===== src/rtl/load_store_unit_if.sv =====
// Bundles the core request/response handshake and the data-memory port of the load/store unit.
// The LSU connects through the slave modport; the core and memory side use the master modport.
interface load_store_unit_if;
  logic        req_valid;
  logic        req_ready;
  logic        req_write;
  logic [1:0]  req_size;
  logic        req_signed;
  logic [31:0] req_addr;
  logic [31:0] req_wdata;

  logic        resp_valid;
  logic [31:0] resp_rdata;
  logic        resp_err;

  logic        mem_write;
  logic        mem_read;
  logic [31:0] mem_write_address;
  logic [31:0] mem_read_address;
  logic [31:0] mem_write_data;
  logic [31:0] mem_read_data;

  modport master (
    output req_valid, req_write, req_size, req_signed, req_addr, req_wdata, mem_read_data,
    input  req_ready, resp_valid, resp_rdata, resp_err,
           mem_write, mem_read, mem_write_address, mem_read_address, mem_write_data
  );

  modport slave (
    input  req_valid, req_write, req_size, req_signed, req_addr, req_wdata, mem_read_data,
    output req_ready, resp_valid, resp_rdata, resp_err,
           mem_write, mem_read, mem_write_address, mem_read_address, mem_write_data
  );
endinterface


===== src/rtl/load_store_unit.sv =====
// Byte/half/word load-store unit in front of a word-only data memory.
// Sub-word stores read-modify-write; loads are lane-aligned and sign/zero extended.
module load_store_unit #(
  parameter int IDX_W = 3
) (
  input logic            clk,
  input logic            reset,
  load_store_unit_if.slave bus
);

  typedef enum logic [2:0] {IDLE, LD, RMW_RD, WR, RSP} state_t;

  state_t           state;
  logic [1:0]       size_q;
  logic             signed_q;
  logic [1:0]       lane_q;
  logic [IDX_W-1:0] idx_q;
  logic [15:0]      wdata_q;

  logic        err_in;
  logic [31:0] idx_in;
  logic [31:0] idx_word;
  logic [7:0]  ld_byte;
  logic [15:0] ld_half;
  logic [31:0] ld_ext;
  logic [31:0] merged;
  logic        unused_addr;

  assign unused_addr = ^bus.req_addr[31:IDX_W+2];

  always_comb begin
    err_in = (bus.req_size == 2'b11) ||
             (bus.req_size == 2'b01 && bus.req_addr[0]) ||
             (bus.req_size == 2'b10 && bus.req_addr[1:0] != 2'b00);
    idx_in   = {{(32-IDX_W){1'b0}}, bus.req_addr[IDX_W+1:2]};
    idx_word = {{(32-IDX_W){1'b0}}, idx_q};
  end

  // Lane extraction for loads and lane replacement for RMW stores, both from the live read data
  always_comb begin
    ld_byte = bus.mem_read_data[{lane_q, 3'b000} +: 8];
    ld_half = bus.mem_read_data[{lane_q[1], 4'b0000} +: 16];
    case (size_q)
      2'b00:   ld_ext = {{24{signed_q & ld_byte[7]}}, ld_byte};
      2'b01:   ld_ext = {{16{signed_q & ld_half[15]}}, ld_half};
      default: ld_ext = bus.mem_read_data;
    endcase
    merged = bus.mem_read_data;
    if (size_q == 2'b00) begin
      merged[{lane_q, 3'b000} +: 8] = wdata_q[7:0];
    end else begin
      merged[{lane_q[1], 4'b0000} +: 16] = wdata_q;
    end
  end

  always_ff @(posedge clk) begin
    if (reset) begin
      state                 <= IDLE;
      size_q                <= 2'b00;
      signed_q              <= 1'b0;
      lane_q                <= 2'b00;
      idx_q                 <= '0;
      wdata_q               <= 16'h0;
      bus.req_ready         <= 1'b1;
      bus.resp_valid        <= 1'b0;
      bus.resp_rdata        <= 32'h0;
      bus.resp_err          <= 1'b0;
      bus.mem_write         <= 1'b0;
      bus.mem_read          <= 1'b0;
      bus.mem_write_address <= 32'h0;
      bus.mem_read_address  <= 32'h0;
      bus.mem_write_data    <= 32'h0;
    end else begin
      bus.resp_valid <= 1'b0;
      case (state)
        IDLE: begin
          if (bus.req_valid && bus.req_ready) begin
            size_q        <= bus.req_size;
            signed_q      <= bus.req_signed;
            lane_q        <= bus.req_addr[1:0];
            idx_q         <= bus.req_addr[IDX_W+1:2];
            wdata_q       <= bus.req_wdata[15:0];
            bus.req_ready <= 1'b0;
            if (err_in) begin
              state          <= RSP;
              bus.resp_valid <= 1'b1;
              bus.resp_err   <= 1'b1;
              bus.resp_rdata <= 32'h0;
            end else if (!bus.req_write) begin
              state                <= LD;
              bus.mem_read         <= 1'b1;
              bus.mem_read_address <= idx_in;
            end else if (bus.req_size == 2'b10) begin
              state                 <= WR;
              bus.mem_write         <= 1'b1;
              bus.mem_write_address <= idx_in;
              bus.mem_write_data    <= bus.req_wdata;
            end else begin
              state                <= RMW_RD;
              bus.mem_read         <= 1'b1;
              bus.mem_read_address <= idx_in;
            end
          end
        end
        LD: begin
          state                <= RSP;
          bus.mem_read         <= 1'b0;
          bus.mem_read_address <= 32'h0;
          bus.resp_valid       <= 1'b1;
          bus.resp_err         <= 1'b0;
          bus.resp_rdata       <= ld_ext;
        end
        RMW_RD: begin
          state                 <= WR;
          bus.mem_read          <= 1'b0;
          bus.mem_read_address  <= 32'h0;
          bus.mem_write         <= 1'b1;
          bus.mem_write_address <= idx_word;
          bus.mem_write_data    <= merged;
        end
        WR: begin
          state                 <= RSP;
          bus.mem_write         <= 1'b0;
          bus.mem_write_address <= 32'h0;
          bus.mem_write_data    <= 32'h0;
          bus.resp_valid        <= 1'b1;
          bus.resp_err          <= 1'b0;
          bus.resp_rdata        <= 32'h0;
        end
        RSP: begin
          state          <= IDLE;
          bus.req_ready  <= 1'b1;
          bus.resp_err   <= 1'b0;
          bus.resp_rdata <= 32'h0;
        end
        default: begin
          state         <= IDLE;
          bus.req_ready <= 1'b1;
        end
      endcase
    end
  end

endmodule


===== src/flat_wrapper.sv =====
// flat-port wrapper written by rule: the top's interface ports become plain ports
module load_store_unit_flat 
#(
  parameter int IDX_W = 3
)
  (clk, reset, bus_req_valid, bus_req_write, bus_req_size, bus_req_signed, bus_req_addr, bus_req_wdata, bus_mem_read_data, bus_req_ready, bus_resp_valid, bus_resp_rdata, bus_resp_err, bus_mem_write, bus_mem_read, bus_mem_write_address, bus_mem_read_address, bus_mem_write_data);
  load_store_unit_if bus_i ();
  input logic clk;
  input logic reset;
  input wire logic [$bits(bus_i.req_valid)-1:0] bus_req_valid;
  input wire logic [$bits(bus_i.req_write)-1:0] bus_req_write;
  input wire logic [$bits(bus_i.req_size)-1:0] bus_req_size;
  input wire logic [$bits(bus_i.req_signed)-1:0] bus_req_signed;
  input wire logic [$bits(bus_i.req_addr)-1:0] bus_req_addr;
  input wire logic [$bits(bus_i.req_wdata)-1:0] bus_req_wdata;
  input wire logic [$bits(bus_i.mem_read_data)-1:0] bus_mem_read_data;
  output wire logic [$bits(bus_i.req_ready)-1:0] bus_req_ready;
  output wire logic [$bits(bus_i.resp_valid)-1:0] bus_resp_valid;
  output wire logic [$bits(bus_i.resp_rdata)-1:0] bus_resp_rdata;
  output wire logic [$bits(bus_i.resp_err)-1:0] bus_resp_err;
  output wire logic [$bits(bus_i.mem_write)-1:0] bus_mem_write;
  output wire logic [$bits(bus_i.mem_read)-1:0] bus_mem_read;
  output wire logic [$bits(bus_i.mem_write_address)-1:0] bus_mem_write_address;
  output wire logic [$bits(bus_i.mem_read_address)-1:0] bus_mem_read_address;
  output wire logic [$bits(bus_i.mem_write_data)-1:0] bus_mem_write_data;
  assign bus_i.req_valid = bus_req_valid;
  assign bus_i.req_write = bus_req_write;
  assign bus_i.req_size = bus_req_size;
  assign bus_i.req_signed = bus_req_signed;
  assign bus_i.req_addr = bus_req_addr;
  assign bus_i.req_wdata = bus_req_wdata;
  assign bus_i.mem_read_data = bus_mem_read_data;
  assign bus_req_ready = bus_i.req_ready;
  assign bus_resp_valid = bus_i.resp_valid;
  assign bus_resp_rdata = bus_i.resp_rdata;
  assign bus_resp_err = bus_i.resp_err;
  assign bus_mem_write = bus_i.mem_write;
  assign bus_mem_read = bus_i.mem_read;
  assign bus_mem_write_address = bus_i.mem_write_address;
  assign bus_mem_read_address = bus_i.mem_read_address;
  assign bus_mem_write_data = bus_i.mem_write_data;
  load_store_unit #(.IDX_W(IDX_W)) u_core (.clk(clk), .reset(reset), .bus(bus_i));
endmodule

===== config.mk =====
export PLATFORM = sky130hd
export DESIGN_NAME = load_store_unit_flat
export DESIGN_NICKNAME = d
export VERILOG_FILES = /design/src/rtl/load_store_unit_if.sv /design/src/rtl/load_store_unit.sv /design/src/flat_wrapper.sv
export SDC_FILE = /design/constraint.sdc
export NUM_CORES = 1
export LEC_CHECK = 0
export CORE_ASPECT_RATIO = 1.1
export CORE_MARGIN = 1
export CORE_UTILIZATION = 48
export DETAILED_ROUTE_END_ITERATION = 10
export GPL_TIMING_DRIVEN = 0
export PLACE_DENSITY = 0.88
export SLEW_MARGIN = 10
export SYNTH_ARGS = -nofsm -noshare
export SYNTH_HDL_FRONTEND = slang
export SYNTH_SLANG_ARGS = --single-unit

===== constraint.sdc =====
create_clock -name clk -period 7.4 [get_ports clk]
set_input_delay 2.22 -clock clk [delete_from_list [all_inputs] [get_ports clk]]
set_output_delay 2.22 -clock clk [all_outputs]
set_load 0.03 [all_outputs]

==> key figures, run 1 <==
Worst setup path
  • Type of the worst setup path: primary input to flip-flop
  • Crit. End Element: flip-flop
  • Startpoint Class: primary input
  • Register-to-register setup slack: 3.90 ns
  • Data required time of the critical path: 7.60 ns
  • Arr. time, crit path: 4.48 ns
  • Maximum fanout along the worst path: 10

Clocking
  • CTS H-tree lvls: 3
  • Worst-case clock buffer depth: 2
  • Clock-pin slew on the worst setup and hold paths: 0.07 ns
  • Root Driver: sky130_fd_sc_hd__clkbuf_16
  • Hold-fix buffer count after cts: 0
  • Cts bufs inserted: 9
  • # Post-CTS Setup Buffers: 0
  • Clock tree from TritonCTS: built
  • Post-cts resize count: 0
  • Clock network latency to the later pin of the worst-skew pair: 0.35 ns
  • Sinks on the clock net: 102

Run
  • Total of max-cap violations: 0

STA
  • Period utilisation layout: 0.579
  • Setup TNS after final layout: 0 ns
  • Worst Tran Pin Value: 1.01 ns
  • Final setup violation count: 0
  • Worst hold margin: 0.459 ns
  • Setup repair after global routing missed its margin: no
  • Hold violation total from the final report: 0
  • Max-slew violations: 0
  • Headroom to the max-slew limit: 0.328
  • Worst clock skew on the final layout: 0.00687 ns
  • Period minus WS final: 4.28 ns
  • Smallest setup slack after layout: 3.12 ns
  • F_max: 0.233 GHz

Die
  • Die Footprint: 12700 µm²
  • Core Rows: 42
  • Initial Util: 0.490
  • Floorplan core area: 12000 µm²
  • Die Wd: 107 µm
  • Die Height: 118 µm
  • Boundary Pins: 236

Run status
  • Run status: finished clean

Synthesis
  • Average cell area after synthesis: 8.52 µm²
  • Most frequent cell after synthesis: sky130_fd_sc_hd__dfxtp_1
  • Area contributors post-synth: sky130_fd_sc_hd__dfxtp_1, sky130_fd_sc_hd__buf_4, sky130_fd_sc_hd__mux2i_1
  • Number of distinct library cells after synthesis: 49
  • Post-Synthesis Cell Area: 5870 µm²
  • Proportion of register bits with asynchronous set or reset after synthesis: 0
  • Yosys warning total: 0
  • Number of enable flip-flop cells after synthesis: 0
  • Prevailing post-synth register cell: sky130_fd_sc_hd__dfxtp_1
  • Area fraction of the dominant cell type after synthesis: 0.348
  • Register bit count reported by yosys: 102
  • Library cell occupying the most area in the post-synthesis netlist: sky130_fd_sc_hd__dfxtp_1
  • Cell types with the highest counts after synthesis: sky130_fd_sc_hd__dfxtp_1, sky130_fd_sc_hd__nand2_1, sky130_fd_sc_hd__buf_4, sky130_fd_sc_hd__nor2_1, sky130_fd_sc_hd__a21oi_1
  • Cells after Synth: 689
  • Register area share after synthesis: 0.348

Global route
  • Initial antenna violation count: 0
  • Overall Global Routing Usage: 0.303
  • Overall overflow remaining after global route: 0
  • Maximum number of pins on one net before global-route repair: 16
  • Vias in the first global route: 5712
  • Wire length of the first global-routing pass: 29.7 mm

Power and ir drop
  • Power consumption: 1.52 mW
  • Ratio of total power to cell area: 188 nW/µm²
  • Max rail drop VDD: 0.104 mV
  • Static Leak: 3.00 nW

Placement
  • DP HPWL: 14.9 mm
  • Worst slack after detailed placement: 2.78 ns
  • I/O Buffers: 150
  • Post-Place Cell Area: 7780 µm²
  • RePlAce Congestion: 0.999

Drt
  • Number of nets with antenna violations after routing: 0
  • Number of remaining DRC errors: 0
  • Average vias per placed instance: 5.86
  • Post-detailed-route wirelength per cell: 18.3 µm
  • DRT Pass-1 Iters: 6
  • Iteration-0 DRC count of the detailed router: 525
  • Overall routed net length: 19.5 mm
  • Via count: 6248

Layout
  • Total inserted antenna cells: 0
  • Nets: 1015
  • Fraction of layout cells with a size suffix above 1: 0.106
  • Area growth from synthesis to layout: 37.4%
  • Post-Layout Inst Area: 8070 µm²

Worst hold path
  • Class of the worst hold path: flip-flop to flip-flop
==> cell type report <==
cell class	instances	area, µm²
repair buffers	150	1500
inverters	10	37.5
plain buffers	118	688
well taps	154	193
flip-flops and latches	102	2040
clock inverters	2	15.0
multi-input cells	516	3320
fillers	1012	3910
clock buffers	14	274
==> power breakdown <==
part / total, mW / switching, mW / internal, mW
Combinational: 0.448 / 0.269 / 0.179
Clock: 0.462 / 0.206 / 0.256
Sequential: 0.607 / 0.0276 / 0.579
==> layout by cell type, fill, tap and decap left out, drive strengths merged, types with 2 or more instances in the layout <==
| master | count |
|---|---|
| clkbuf | 55 |
| nor3 | 5 |
| clkinvlp | 2 |
| dfxtp | 102 |
| mux2 | 2 |
| nand2 | 91 |
| nand3 | 7 |
| o211ai | 3 |
| or3 | 4 |
| buf | 77 |
| a221oi | 33 |
| a211oi | 4 |
| inv | 9 |
| mux2i | 39 |
| o21ai | 13 |
| mux4 | 3 |
| a2bb2oi | 5 |
| clkdlybuf4s50 | 150 |
| nor2 | 46 |
| o22ai | 6 |
| o221ai | 5 |
| and2 | 2 |
| a22o | 6 |
| ha | 5 |
| a21oi | 43 |
| a31oi | 8 |
| a32o | 16 |
| a211o | 33 |
| conb | 58 |
| o22a | 2 |
| nor3b | 4 |
| o2bb2ai | 5 |
| or2 | 3 |
| a311oi | 32 |
| nand2b | 21 |
| nor4bb | 2 |
==> stage by stage <==
step | util | std cells
6_report | 0.673 | 1066
5_1_grt | 0.673 | 1066
4_1_cts | 0.673 | 1066
3_5_place_dp | 0.649 | 1050
3_3_place_gp | 0.649 | 1050
2_1_floorplan | - | 746
==> sequential cells by signal, summed over array words and instances, names as in the netlist <==
signal / count
u_core.bus.req_ready: 1
u_core.idx_q: 3
u_core.bus.resp_rdata: 32
u_core.lane_q: 2
u_core.state: 3
u_core.bus.resp_valid: 1
u_core.signed_q: 1
u_core.bus.resp_err: 1
u_core.bus.mem_write: 1
u_core.wdata_q: 16
u_core.bus.mem_read: 1
u_core.bus.mem_write_address: 3
u_core.bus.mem_write_data: 32
u_core.size_q: 2
u_core.bus.mem_read_address: 3
==> critical path, stage by stage <==
cell	delay (ns)
sky130_fd_sc_hd__clkdlybuf4s50_1	0.49
sky130_fd_sc_hd__or3_1	0.46
sky130_fd_sc_hd__o41ai_4	0.69
sky130_fd_sc_hd__clkbuf_1	0.43
sky130_fd_sc_hd__a311oi_1	0.18
==> metal layers <==
metal / share of wire / GRT usage / wire [µm]
met3: 0.092 / 0.0532 / 1790
met5: 0 / 0 / 0
met1: 0.40 / 0.388 / 7870
met2: 0.46 / 0.492 / 8940
met4: 0.047 / 0.143 / 909
==> final timing paths <==
kind	start	endpoint	cells after the start
setup / recovery	bus_req_size[0]	u_core.bus.mem_write_data[16]	5
hold / removal	u_core.idx_q[1]	u_core.idx_q[1]	2
setup reg to reg	u_core.lane_q[1]	u_core.bus.mem_write_data[2]	8
hold reg to reg	u_core.idx_q[1]	u_core.idx_q[1]	2
==> cell families (layout without fill, tap and decap cells) <==
family | count (synthesis) | after routing | synth area share
compound gates | 220 | 220 | 0.292
simple gates | 189 | 189 | 0.144
buf+inv | 128 | 294 | 0.124
flops | 102 | 102 | 0.348
mux | 44 | 44 | 0.0818
fa+ha+maj | 5 | 5 | 0.0107
other cells | 1 | 58 | 0.000639
Power figures use the tool's default switching activity.
==> inputs of run 2 (changes only) <==
--- a/config.mk
+++ b/config.mk
@@ -7,10 +7,10 @@
 export LEC_CHECK = 0
 export CORE_ASPECT_RATIO = 1.1
 export CORE_MARGIN = 1
-export CORE_UTILIZATION = 48
+export CORE_UTILIZATION = 44
 export DETAILED_ROUTE_END_ITERATION = 10
 export GPL_TIMING_DRIVEN = 0
-export PLACE_DENSITY = 0.88
+export PLACE_DENSITY = 0.81
 export SLEW_MARGIN = 10
 export SYNTH_ARGS = -nofsm -noshare
 export SYNTH_HDL_FRONTEND = slang
==> constraint.sdc (replaced) <==
create_clock -name clk -period 4.4 [get_ports clk]
set_input_delay 1.32 -clock clk [delete_from_list [all_inputs] [get_ports clk]]
set_output_delay 1.32 -clock clk [all_outputs]
set_load 0.03 [all_outputs]
==> run 2 against run 1 <==
The flow now finishes with violations (DRC). Cell count increased by 0.28%. Die area increased by 8.9%. Routed wire length about the same. Register-to-register slack got worse by 3.0 ns. Sequential share of layout area about the same. Worst setup slack got worse by 2.2 ns. Critical path depth increased by 3. First-iteration DRC count increased by 14%. Combinational power increased by 68%. Critical endpoint is now u_core.bus.mem_write_data[1]. Largest power group unchanged.
==> key figures, run 2 (synthesis results as in run 1) <==
Run status
  • Run status: finished, violations left
  • Failing checks: DRC

Die
  • Die Wd: 112 µm (+4.4%)
  • Die Footprint: 13800 µm² (+8.9%)
  • Initial Util: 0.459 (-0.0315)
  • Core Rows: 43 (+2.4%)
  • Boundary Pins: 236 (unchanged)
  • Floorplan core area: 12800 µm² (+6.9%)
  • Die Height: 123 µm (+4.4%)

STA
  • Period utilisation layout: 0.784
  • Final setup violation count: 0 (unchanged)
  • Setup TNS after final layout: 0 ns (unchanged)
  • F_max: 0.290 GHz
  • Headroom to the max-slew limit: 0.359 (+0.0318)
  • Max-slew violations: 0 (unchanged)
  • Worst Tran Pin Value: 0.947 ns (-0.0589 ns)
  • Worst clock skew on the final layout: 0.00843 ns (+0.00156 ns)
  • Hold violation total from the final report: 0 (unchanged)
  • Setup repair after global routing missed its margin: no
  • Period minus WS final: 3.45 ns

Clocking
  • Clock-pin slew on the worst setup and hold paths: 0.07 ns (about the same)
  • Post-cts resize count: 0 (unchanged)
  • Clock tree from TritonCTS: built
  • Cts bufs inserted: 9 (unchanged)
  • Root Driver: sky130_fd_sc_hd__clkbuf_16
  • # Post-CTS Setup Buffers: 0 (unchanged)
  • Hold-fix buffer count after cts: 0 (unchanged)
  • CTS H-tree lvls: 3 (unchanged)
  • Sinks on the clock net: 102 (unchanged)
  • Clock network latency to the later pin of the worst-skew pair: 0.36 ns (about the same)
  • Worst-case clock buffer depth: 2 (unchanged)

Power and ir drop
  • Sw Share: 0.337 (+0.00572)
  • Static Leak: 3.00 nW (about the same)
  • Internal Dissipation: 1.69 mW (+66%)
  • Max rail drop VDD: 0.179 mV (+72%)
  • Clock network power share: 0.305 (about the same)
  • Psw: 859 µW (+71%)
  • Ratio of total power to cell area: 316 nW/µm² (+68%)
  • Share of power burned in registers: 0.400 (about the same)
  • Combinational share of power: 0.295 (about the same)

Layout
  • Area growth from synthesis to layout: 37.4% (about the same)
  • FILL cells: 1148 (+13%)
  • Most frequent cells in the layout: sky130_fd_sc_hd__clkdlybuf4s50_1, sky130_fd_sc_hd__dfxtp_1, sky130_fd_sc_hd__nand2_1, sky130_fd_sc_hd__buf_4, sky130_fd_sc_hd__conb_1
  • Total inserted antenna cells: 0 (unchanged)
  • Most frequent standard cell in the layout excluding fill and tap cells: sky130_fd_sc_hd__clkdlybuf4s50_1
  • Nets: 1015 (unchanged)
  • Utilization of the core after routing: 0.630 (-0.0432)
  • Fraction of layout cells with a size suffix above 1: 0.109 (+0.00219)
  • Largest regs: u_core.bus.mem_write_data: 32 flops, u_core.bus.resp_rdata: 32 flops, u_core.wdata_q: 16 flops

Global route
  • Overall Global Routing Usage: 0.288 (-0.0151)
  • Overall overflow remaining after global route: 0 (unchanged)
  • Vias in the first global route: 5712 (unchanged)
  • Wire length of the first global-routing pass: 30.7 mm (+3.4%)
  • Initial antenna violation count: 0 (unchanged)
  • Maximum number of pins on one net before global-route repair: 17 (+1)

Placement
  • I/O Buffers: 150 (unchanged)
  • DP HPWL: 15.0 mm (+1.2%)
  • RePlAce Congestion: 0.973 (-2.7%)

Worst setup path
  • Maximum fanout along the worst path: 10 (unchanged)
  • Startpoint Class: flip-flop
  • Depth of the worst register-to-register path: 8 (unchanged)
  • Arr. time, crit path: 3.72 ns (-0.76 ns)
  • Data required time of the critical path: 4.67 ns (-2.93 ns)
  • Type of the worst setup path: flip-flop to flip-flop
  • Crit. End Element: flip-flop

Worst hold path
  • Class of the worst hold path: flip-flop to flip-flop
  • Hold depth: 2 (unchanged)

Drt
  • Average vias per placed instance: 5.73 (-2.3%)
  • Iteration-0 DRC count of the detailed router: 601 (+14%)
  • Post-detailed-route wirelength per cell: 18.3 µm (-0.25%)
  • Number of nets with antenna violations after routing: 0 (unchanged)
  • Number of remaining DRC errors: 16 (+16)
  • Via count: 6124 (-2.0%)
  • DRT Pass-1 Iters: 9 (+3)
  • Overall routed net length: 19.5 mm (about the same)

Run
  • Total of max-cap violations: 0 (unchanged)
-- run 2: changes by cell type in the layout (fill, tap and decap cells not counted) --
cell                       change
sky130_fd_sc_hd__clkinv_2      +2
sky130_fd_sc_hd__clkbuf_8      -1
sky130_fd_sc_hd__clkinv_4      +1
sky130_fd_sc_hd__clkbuf_1      -2
-- run 2: final cells by class --
type | count | area (µm²) | share of cell area
Multi-Input combinational cell | 516 | 3320 | 0.411
Buffer | 118 | 688 | 0.0853
Sequential cell | 102 | 2040 | 0.253
Clock inverter | 5 | 33.8 | 0.00419
Clock buffer | 11 | 253 | 0.0313
Tap cell | 157 | 196 | 0.0243
Timing Repair Buffer | 150 | 1500 | 0.186
Inverter | 10 | 37.5 | 0.00465
-- run 2: path summary, 6_finish.rpt --
check / startpoint / endpoint / slack, ns
setup / recovery: u_core.lane_q[1] / u_core.bus.mem_write_data[1] / 0.95
hold / removal: u_core.idx_q[1] / u_core.idx_q[1] / 0.45
setup reg to reg: u_core.lane_q[1] / u_core.bus.mem_write_data[1] / 0.95
hold reg to reg: u_core.idx_q[1] / u_core.idx_q[1] / 0.45
-- run 2: per-layer routing --
layer  track usage  vias to the layer above  routed length [µm]  part of all wire
met5             0                        -                   0                 0
met2         0.467                      322                8870              0.45
li1              -                     2896                   -                 -
met3        0.0392                       45                1680             0.086
met1         0.379                     2861                8260              0.42
met4         0.145                        0                 718             0.037
-- run 2: power by group through the flow --
stage | registers [mW] | logic, mW | clock network (mW)
2_1_floorplan | 1.09 | 0.431 | 0
3_3_place_gp | 1.04 | 0.733 | 0
3_5_place_dp | 1.04 | 0.738 | 0
4_1_cts | 1.02 | 0.742 | 0.781
5_1_grt | 1.02 | 0.809 | 0.818
6_report | 1.02 | 0.751 | 0.777
-- run 2: critical path: stages, from the launching register on --
cell,delay (ns)
sky130_fd_sc_hd__dfxtp_1,0.44
sky130_fd_sc_hd__clkbuf_1,0.42
sky130_fd_sc_hd__buf_2,0.38
sky130_fd_sc_hd__inv_1,0.18
sky130_fd_sc_hd__ha_1,0.36
sky130_fd_sc_hd__nor3b_1,0.79
sky130_fd_sc_hd__a221oi_1,0.18
sky130_fd_sc_hd__a211o_1,0.35
sky130_fd_sc_hd__a311oi_1,0.26
-- run 2: per-stage QoR --
step	instances	area (µm²)	worst slack, ns	power (mW)	hold WS (ns)
2_1_floorplan	746	6090	1.57	1.52	0.432
3_3_place_gp	1053	7780	0.668	1.77	0.440
3_5_place_dp	1053	7780	0.622	1.77	0.446
4_1_cts	1069	8070	1.00	2.54	0.455
5_1_grt	1069	8070	0.715	2.65	0.476
6_report	1069	8070	0.948	2.55	0.453
